`src/rtl/deserializer_frame_pkg.sv`:
```
// Shared frame geometry for the FFT serial front end and back end.
// Beat k of a frame occupies bits [k*SIO_SIZE +: SIO_SIZE] of the parallel word.
package deserializer_frame_pkg;

  localparam int unsigned N          = 8;
  localparam int unsigned WORD_SIZE  = 32;
  localparam int unsigned SIO_SIZE   = 16;
  localparam int unsigned PIO_SIZE   = N * WORD_SIZE;
  localparam int unsigned BEATS      = PIO_SIZE / SIO_SIZE;
  localparam int unsigned BEAT_CNT_W = (BEATS > 1) ? $clog2(BEATS) : 1;

  typedef enum logic [1:0] {
    StIdle,
    StPend,
    StLaunch
  } launch_state_e;

endpackage

```
`src/rtl/deserializer_frame_beat_counter.sv`:
```
// Tracks the beat position within the frame being collected, resynchronising on a
// mid-frame start-of-frame and flagging the discarded partial frame.
module deserializer_frame_beat_counter
  import deserializer_frame_pkg::*;
(
  input  logic                  clk_i,
  input  logic                  reset_i,
  input  logic                  beat_i,
  input  logic                  sof_i,
  output logic [BEAT_CNT_W-1:0] wr_idx_o,
  output logic                  last_o,
  output logic                  frame_err_o
);

  localparam logic [BEAT_CNT_W-1:0] LastIdx = BEAT_CNT_W'(BEATS - 1);

  logic [BEAT_CNT_W-1:0] cnt_q, cnt_d;
  logic                  err_q, err_d;
  logic                  resync;

  assign resync = beat_i & sof_i & (cnt_q != '0);

  always_comb begin
    cnt_d    = cnt_q;
    err_d    = 1'b0;
    last_o   = 1'b0;
    wr_idx_o = resync ? '0 : cnt_q;
    if (beat_i) begin
      if (resync) begin
        // The sof beat becomes beat 0 of a fresh frame.
        cnt_d = BEAT_CNT_W'(1);
        err_d = 1'b1;
      end else if (cnt_q == LastIdx) begin
        cnt_d  = '0;
        last_o = 1'b1;
      end else begin
        cnt_d = cnt_q + BEAT_CNT_W'(1);
      end
    end
  end

  always_ff @(posedge clk_i) begin
    if (reset_i) begin
      cnt_q <= '0;
      err_q <= 1'b0;
    end else begin
      cnt_q <= cnt_d;
      err_q <= err_d;
    end
  end

  assign frame_err_o = err_q;

endmodule

```
`src/rtl/deserializer_frame.sv`:
```
// Serial-to-parallel input stage for fft_fp: collects BEATS beats into a frame and
// hands it over with a one-cycle start, collecting the next frame while the FFT runs.
module deserializer_frame
  import deserializer_frame_pkg::*;
(
  input  logic                clk,
  input  logic                reset,
  input  logic [SIO_SIZE-1:0] serial_in,
  input  logic                in_valid,
  input  logic                in_sof,
  output logic                in_ready,
  input  logic                fft_done,
  output logic [PIO_SIZE-1:0] parallel_out,
  output logic                start,
  output logic                frame_err
);

  logic [PIO_SIZE-1:0]   coll_buf_q, coll_buf_d;
  logic [PIO_SIZE-1:0]   par_q, par_d;
  logic                  coll_full_q, coll_full_d;
  logic                  fft_busy_q, fft_busy_d;
  launch_state_e         state_q, state_d;
  logic                  beat_acc;
  logic                  launch_go;
  logic [BEAT_CNT_W-1:0] wr_idx;
  logic                  last_beat;

  assign beat_acc  = in_valid & in_ready;
  assign launch_go = coll_full_q & ~fft_busy_q;

  deserializer_frame_beat_counter u_beat_counter (
    .clk_i       (clk),
    .reset_i     (reset),
    .beat_i      (beat_acc),
    .sof_i       (in_sof),
    .wr_idx_o    (wr_idx),
    .last_o      (last_beat),
    .frame_err_o (frame_err)
  );

  always_comb begin
    coll_buf_d = coll_buf_q;
    if (beat_acc) begin
      coll_buf_d[wr_idx*SIO_SIZE +: SIO_SIZE] = serial_in;
    end
  end

  // Launch FSM: a full buffer waits in StPend until the FFT is idle, then StLaunch
  // emits start for exactly one cycle while the frame moves to the output register.
  always_comb begin
    state_d     = StIdle;
    par_d       = par_q;
    coll_full_d = coll_full_q;
    fft_busy_d  = fft_busy_q;
    if (fft_done) begin
      fft_busy_d = 1'b0;
    end
    if (launch_go) begin
      state_d     = StLaunch;
      par_d       = coll_buf_q;
      coll_full_d = 1'b0;
      fft_busy_d  = 1'b1;
    end else if (coll_full_q) begin
      state_d = StPend;
    end
    if (last_beat) begin
      coll_full_d = 1'b1;
    end
  end

  always_ff @(posedge clk) begin
    if (reset) begin
      state_q     <= StIdle;
      coll_buf_q  <= '0;
      par_q       <= '0;
      coll_full_q <= 1'b0;
      fft_busy_q  <= 1'b0;
    end else begin
      state_q     <= state_d;
      coll_buf_q  <= coll_buf_d;
      par_q       <= par_d;
      coll_full_q <= coll_full_d;
      fft_busy_q  <= fft_busy_d;
    end
  end

  assign in_ready     = ~coll_full_q;
  assign start        = (state_q == StLaunch);
  assign parallel_out = par_q;

endmodule
```
`config.mk`:
```
export PLATFORM = sky130hd
export DESIGN_NAME = deserializer_frame
export DESIGN_NICKNAME = d
export VERILOG_FILES = /design/src/rtl/deserializer_frame_pkg.sv /design/src/rtl/deserializer_frame_beat_counter.sv /design/src/rtl/deserializer_frame.sv
export SDC_FILE = /design/constraint.sdc
export NUM_CORES = 1
export LEC_CHECK = 0
export BUFFER_PORTS_ARGS = -buffer_cell sky130_fd_sc_hd__buf_4
export CAP_MARGIN = 10
export CORE_MARGIN = 2
export CORE_UTILIZATION = 40
export CTS_CLUSTER_SIZE = 28
export DETAILED_ROUTE_END_ITERATION = 8
export SLEW_MARGIN = 10
export SYNTH_ARGS = -nofsm -noshare
export SYNTH_HDL_FRONTEND = slang
export SYNTH_SLANG_ARGS = --single-unit
```
`constraint.sdc`:
```
create_clock -name clk -period 11.35 [get_ports clk]
set_input_delay 1.7025 -clock clk [delete_from_list [all_inputs] [get_ports clk]]
set_output_delay 1.7025 -clock clk [all_outputs]
set_load 0.01 [all_outputs]
```
==> results.txt <==
The run finished with clean final reports. The synthesized netlist occupies a cell area of 17800 um^2. The via count of the first global-routing pass is 12600. The average wire length per cell after detail routing came out at 21.2 um. The largest net degree at the start of global routing came out at 147.

Global routing used 22.0% of the available tracks across all layers. The number of flops mapped to enable cells by yosys came out at 0. The total CTS buffers is 53.

In this run the worst path has a maximum fanout of 35. The floorplan row count came out at 77. The worst-margin pin slew came out at 1110 ps. A synthesized cell averages 10.8 um^2. The number of nets produced by synthesis is 1674. The initial utilization of the core area, before any placement, comes to 40.4%.

The critical path is of the in -> reg type. The worst setup path is captured at a register. The clock network fraction of total power came out at 47.0%. Counting every sink on the clock net gives 521.

The leakage component of the power is 9.05 nW. The tree is rooted in a sky130_fd_sc_hd__clkbuf_16. Counting flops with an async set or reset pin after synthesis yields a share of 0%.

For the worst setup path, the data required time is 11780 ps. The share of total power consumed by net switching came out at 22.2%. The power per cell area is 171 nW/um^2. The number of max-capacitance violations reported is 0. The sum of negative setup slack is 0 ps. The max-slew violation total from the final report was 0. Once the clock tree was built, the resizer swapped 0 gates to a different size. The minimum clock period after layout is 4870 ps.

The min-delay analysis places its worst path in the category reg -> reg. The proportion of power drawn by combinational gates is 3.7%. Counting instances, the worst hold path has a depth of 2. Summed over all layers, the global routing overflow is 0. The initial antenna violation count was 1.

After detailed routing, the number of vias per cell comes to 5.34. The final antenna-violating net count came out at 0. Routability-driven placement finished with a final weighted congestion of 0.818.

The post-route netlist has 21.3% of its cells at a drive strength greater than 1. The net switching power of the design came out at 0.000829 W. The die covers 46200 um^2. During I/O placement, the number of pins put on the boundary was 280. The largest voltage drop on the vdd net came out at 0.128 mV. The total of warnings raised by yosys came out at 0. The proportion of synthesized chip area in sequential cells came out at 58.6%. The placed wire-length estimate is 31800 um. The final worst clock skew is 19.4 ps. Among all flip-flop cells after synthesis, the most frequent one is sky130_fd_sc_hd__dfxtp_1. The total area inside the core boundary comes to 44000 um^2. The residual DRC count came out at 0. The internal power of the cells is 0.00290 W. The die outline width is 215 um.

The global-route wire length before repair came out at 79100 um. The worst setup path is launched from an input pin. The routed design has 52600 um of wire.

The total power came out at 0.00373 W. Yosys attributes the largest share of cell area to sky130_fd_sc_hd__dfxtp_1 (59%), sky130_fd_sc_hd__a22o_1 (13%), sky130_fd_sc_hd__mux2i_1 (6.1%), sky130_fd_sc_hd__nand3b_1 (3.4%), sky130_fd_sc_hd__clkbuf_1 (2.7%). The number of H-tree levels came out at 2.

The number of buffers added on ports is 279. In this run the vertical extent of the chip is 215 um. Relative to the synthesized area, the layout overhead comes to 22.9%. The number of hold-repair buffers added at the cts stage came out at 0. The arrival time of the worst setup path came out at 5310 ps. The number of instances in the synthesized netlist came out at 1649.

The clock transition at the register clock pins on the worst setup and hold paths after CTS came out at 60 ps. The maximum buffer depth of the clock tree came out at 3. The post-CTS setup repair buffer count is 0.

Setup violations remaining at the end of the flow were counted as 0. The CTS tree is yes. The worst register-to-register path has a depth of 13. The worst pin sits at a relative slew slack of 26.2%.

Counting distinct cell types in the post-synthesis netlist gives 51. The length of the first detailed-routing pass in iterations came out at 5. The hold violation total from the final report came to 0. The highest clock frequency the design can meet came out at 0.205 GHz. For this block, the initial DRC count from the detailed router was 950. For this block, the via count after detailed routing is 13200.

The count of nets after finishing came out at 1868. Setup repair after global routing left no endpoint under its margin. The biggest area contributor in the post-synthesis netlist is sky130_fd_sc_hd__dfxtp_1. The share of the synthesized area in the top cell type came out at 58.6%. Clock latency on the worst-skew pair, taken at its later pin, is 600 ps. The sequential share of power is 49.3%. The part of the cycle the worst path needs is 42.9%. After synthesis the netlist holds a flip-flop and latch count of 521.
-- placed cells by master (no fill, tap or decap), types with 4 or more instances in the layout --
| cell | netlist | final |
|---|---|---|
| sky130_fd_sc_hd__nand4_2 | 4 | 4 |
| sky130_fd_sc_hd__clkbuf_16 | 0 | 55 |
| sky130_fd_sc_hd__a22o_1 | 256 | 256 |
| sky130_fd_sc_hd__nand3b_1 | 80 | 80 |
| sky130_fd_sc_hd__nand2_1 | 101 | 101 |
| sky130_fd_sc_hd__nand3_2 | 4 | 4 |
| sky130_fd_sc_hd__nor2_1 | 86 | 85 |
| sky130_fd_sc_hd__nand2b_1 | 46 | 46 |
| sky130_fd_sc_hd__a21oi_1 | 76 | 75 |
| sky130_fd_sc_hd__inv_1 | 7 | 7 |
| sky130_fd_sc_hd__buf_4 | 4 | 293 |
| sky130_fd_sc_hd__dfxtp_1 | 521 | 521 |
| sky130_fd_sc_hd__nand3_1 | 64 | 64 |
| sky130_fd_sc_hd__o21ai_0 | 73 | 73 |
| sky130_fd_sc_hd__mux2i_1 | 109 | 109 |
| sky130_fd_sc_hd__clkbuf_1 | 130 | 17 |
| sky130_fd_sc_hd__nor2b_1 | 5 | 5 |
| sky130_fd_sc_hd__clkbuf_8 | 0 | 13 |
| sky130_fd_sc_hd__nand4b_1 | 7 | 7 |
| sky130_fd_sc_hd__clkinv_2 | 0 | 9 |
| sky130_fd_sc_hd__nor3_1 | 7 | 6 |
| sky130_fd_sc_hd__ha_1 | 4 | 4 |
| sky130_fd_sc_hd__o21ai_1 | 4 | 4 |
-- final timing paths --
check	endpoint	from	slack (ps)
setup / recovery	coll_buf_q[205]$_SDFFE_PP0P_	in_valid	6480
hold / removal	coll_buf_q[237]$_SDFFE_PP0P_	coll_buf_q[237]$_SDFFE_PP0P_	450
setup reg to reg	coll_buf_q[205]$_SDFFE_PP0P_	u_beat_counter.cnt_q[0]$_SDFFE_PP0N_	6690
hold reg to reg	coll_buf_q[237]$_SDFFE_PP0P_	coll_buf_q[237]$_SDFFE_PP0P_	450
-- sequential cells by signal, indices dropped and copies added (netlist names) --
register                    cells
state_q                         2
coll_buf_q                    256
u_beat_counter.frame_err_o      1
fft_busy_q                      1
parallel_out                  256
u_beat_counter.cnt_q            4
coll_full_q                     1
-- final cells by class --
type	instances	area, um^2
well taps	592	741
repair buffers	294	2210
clock inverters	13	144
inverters	7	26.3
flip-flops and latches	521	10400
clock buffers	84	1610
diodes	1	2.50
multi-input cells	966	6710
fillers	3969	22200
-- synthesized netlist by cell type, types with 12 or more instances --
| library cell | number |
|---|---|
| sky130_fd_sc_hd__a22o_1 | 256 |
| sky130_fd_sc_hd__o21ai_0 | 73 |
| sky130_fd_sc_hd__nand3_1 | 64 |
| sky130_fd_sc_hd__nand2_1 | 101 |
| sky130_fd_sc_hd__a21oi_1 | 76 |
| sky130_fd_sc_hd__mux2i_1 | 109 |
| sky130_fd_sc_hd__nand2b_1 | 46 |
| sky130_fd_sc_hd__buf_2 | 12 |
| sky130_fd_sc_hd__nor2_1 | 86 |
| sky130_fd_sc_hd__nand3b_1 | 80 |
| sky130_fd_sc_hd__dfxtp_1 | 521 |
| sky130_fd_sc_hd__clkbuf_1 | 130 |
-- power groups by stage --
stage               Combinational (W)  Clock, W  Sequential, W
floorplan                   0.0000891         0        0.00188
global placement             0.000135         0        0.00188
detailed placement           0.000136         0        0.00188
CTS                          0.000137   0.00179        0.00184
global route                 0.000146   0.00186        0.00184
finish                       0.000137   0.00175        0.00184
-- cell families (layout without fill, tap and decap cells) --
logic type	Yosys count	in the layout	synth area share (%)
flip-flops	521	521	58.6
other	0	1	0
multiplexers	110	110	6.20
AO/OA/AOI/OAI	427	427	18.2
adder cells (fa/ha/maj)	4	4	0.281
buffers and inverters	162	398	3.80
AND/OR/NAND/NOR	424	424	12.9
XOR/XNOR	1	1	0.0492
-- critical path: stages --
cell                      delay [ps]
sky130_fd_sc_hd__buf_4           130
sky130_fd_sc_hd__and3b_1         290
sky130_fd_sc_hd__a21oi_2         370
sky130_fd_sc_hd__inv_1           140
sky130_fd_sc_hd__and3_1          170
sky130_fd_sc_hd__ha_1            430
sky130_fd_sc_hd__buf_4           320
sky130_fd_sc_hd__or2_2           390
sky130_fd_sc_hd__nor2_1           90
sky130_fd_sc_hd__and4b_1         920
sky130_fd_sc_hd__mux2i_1         270
sky130_fd_sc_hd__nor2_1           60
-- per-stage QoR --
step | std cells | worst slack [ps] | utilization [%] | cell area [um^2] | hold slack, ps
3_5_place_dp | 2380 | 5890 | 45.7 | 20100 | 443
3_3_place_gp | 2380 | 6080 | 45.7 | 20100 | 437
2_1_floorplan | 1649 | 6950 | - | 17800 | 432
4_1_cts | 2477 | 6490 | 49.7 | 21900 | 451
5_1_grt | 2478 | 6260 | 49.7 | 21900 | 464
6_report | 2478 | 6480 | 49.7 | 21900 | 449
-- routing by layer --
metal / global-route usage [%] / up-vias / wire length, um
li1: - / 6316 / -
met1: 29.6 / 6462 / 23600
met2: 35.1 / 362 / 24400
met3: 4.36 / 95 / 3090
met4: 8.08 / 0 / 1570
met5: 0 / - / 0
Note: power is estimated with default switching activity, not from simulation.
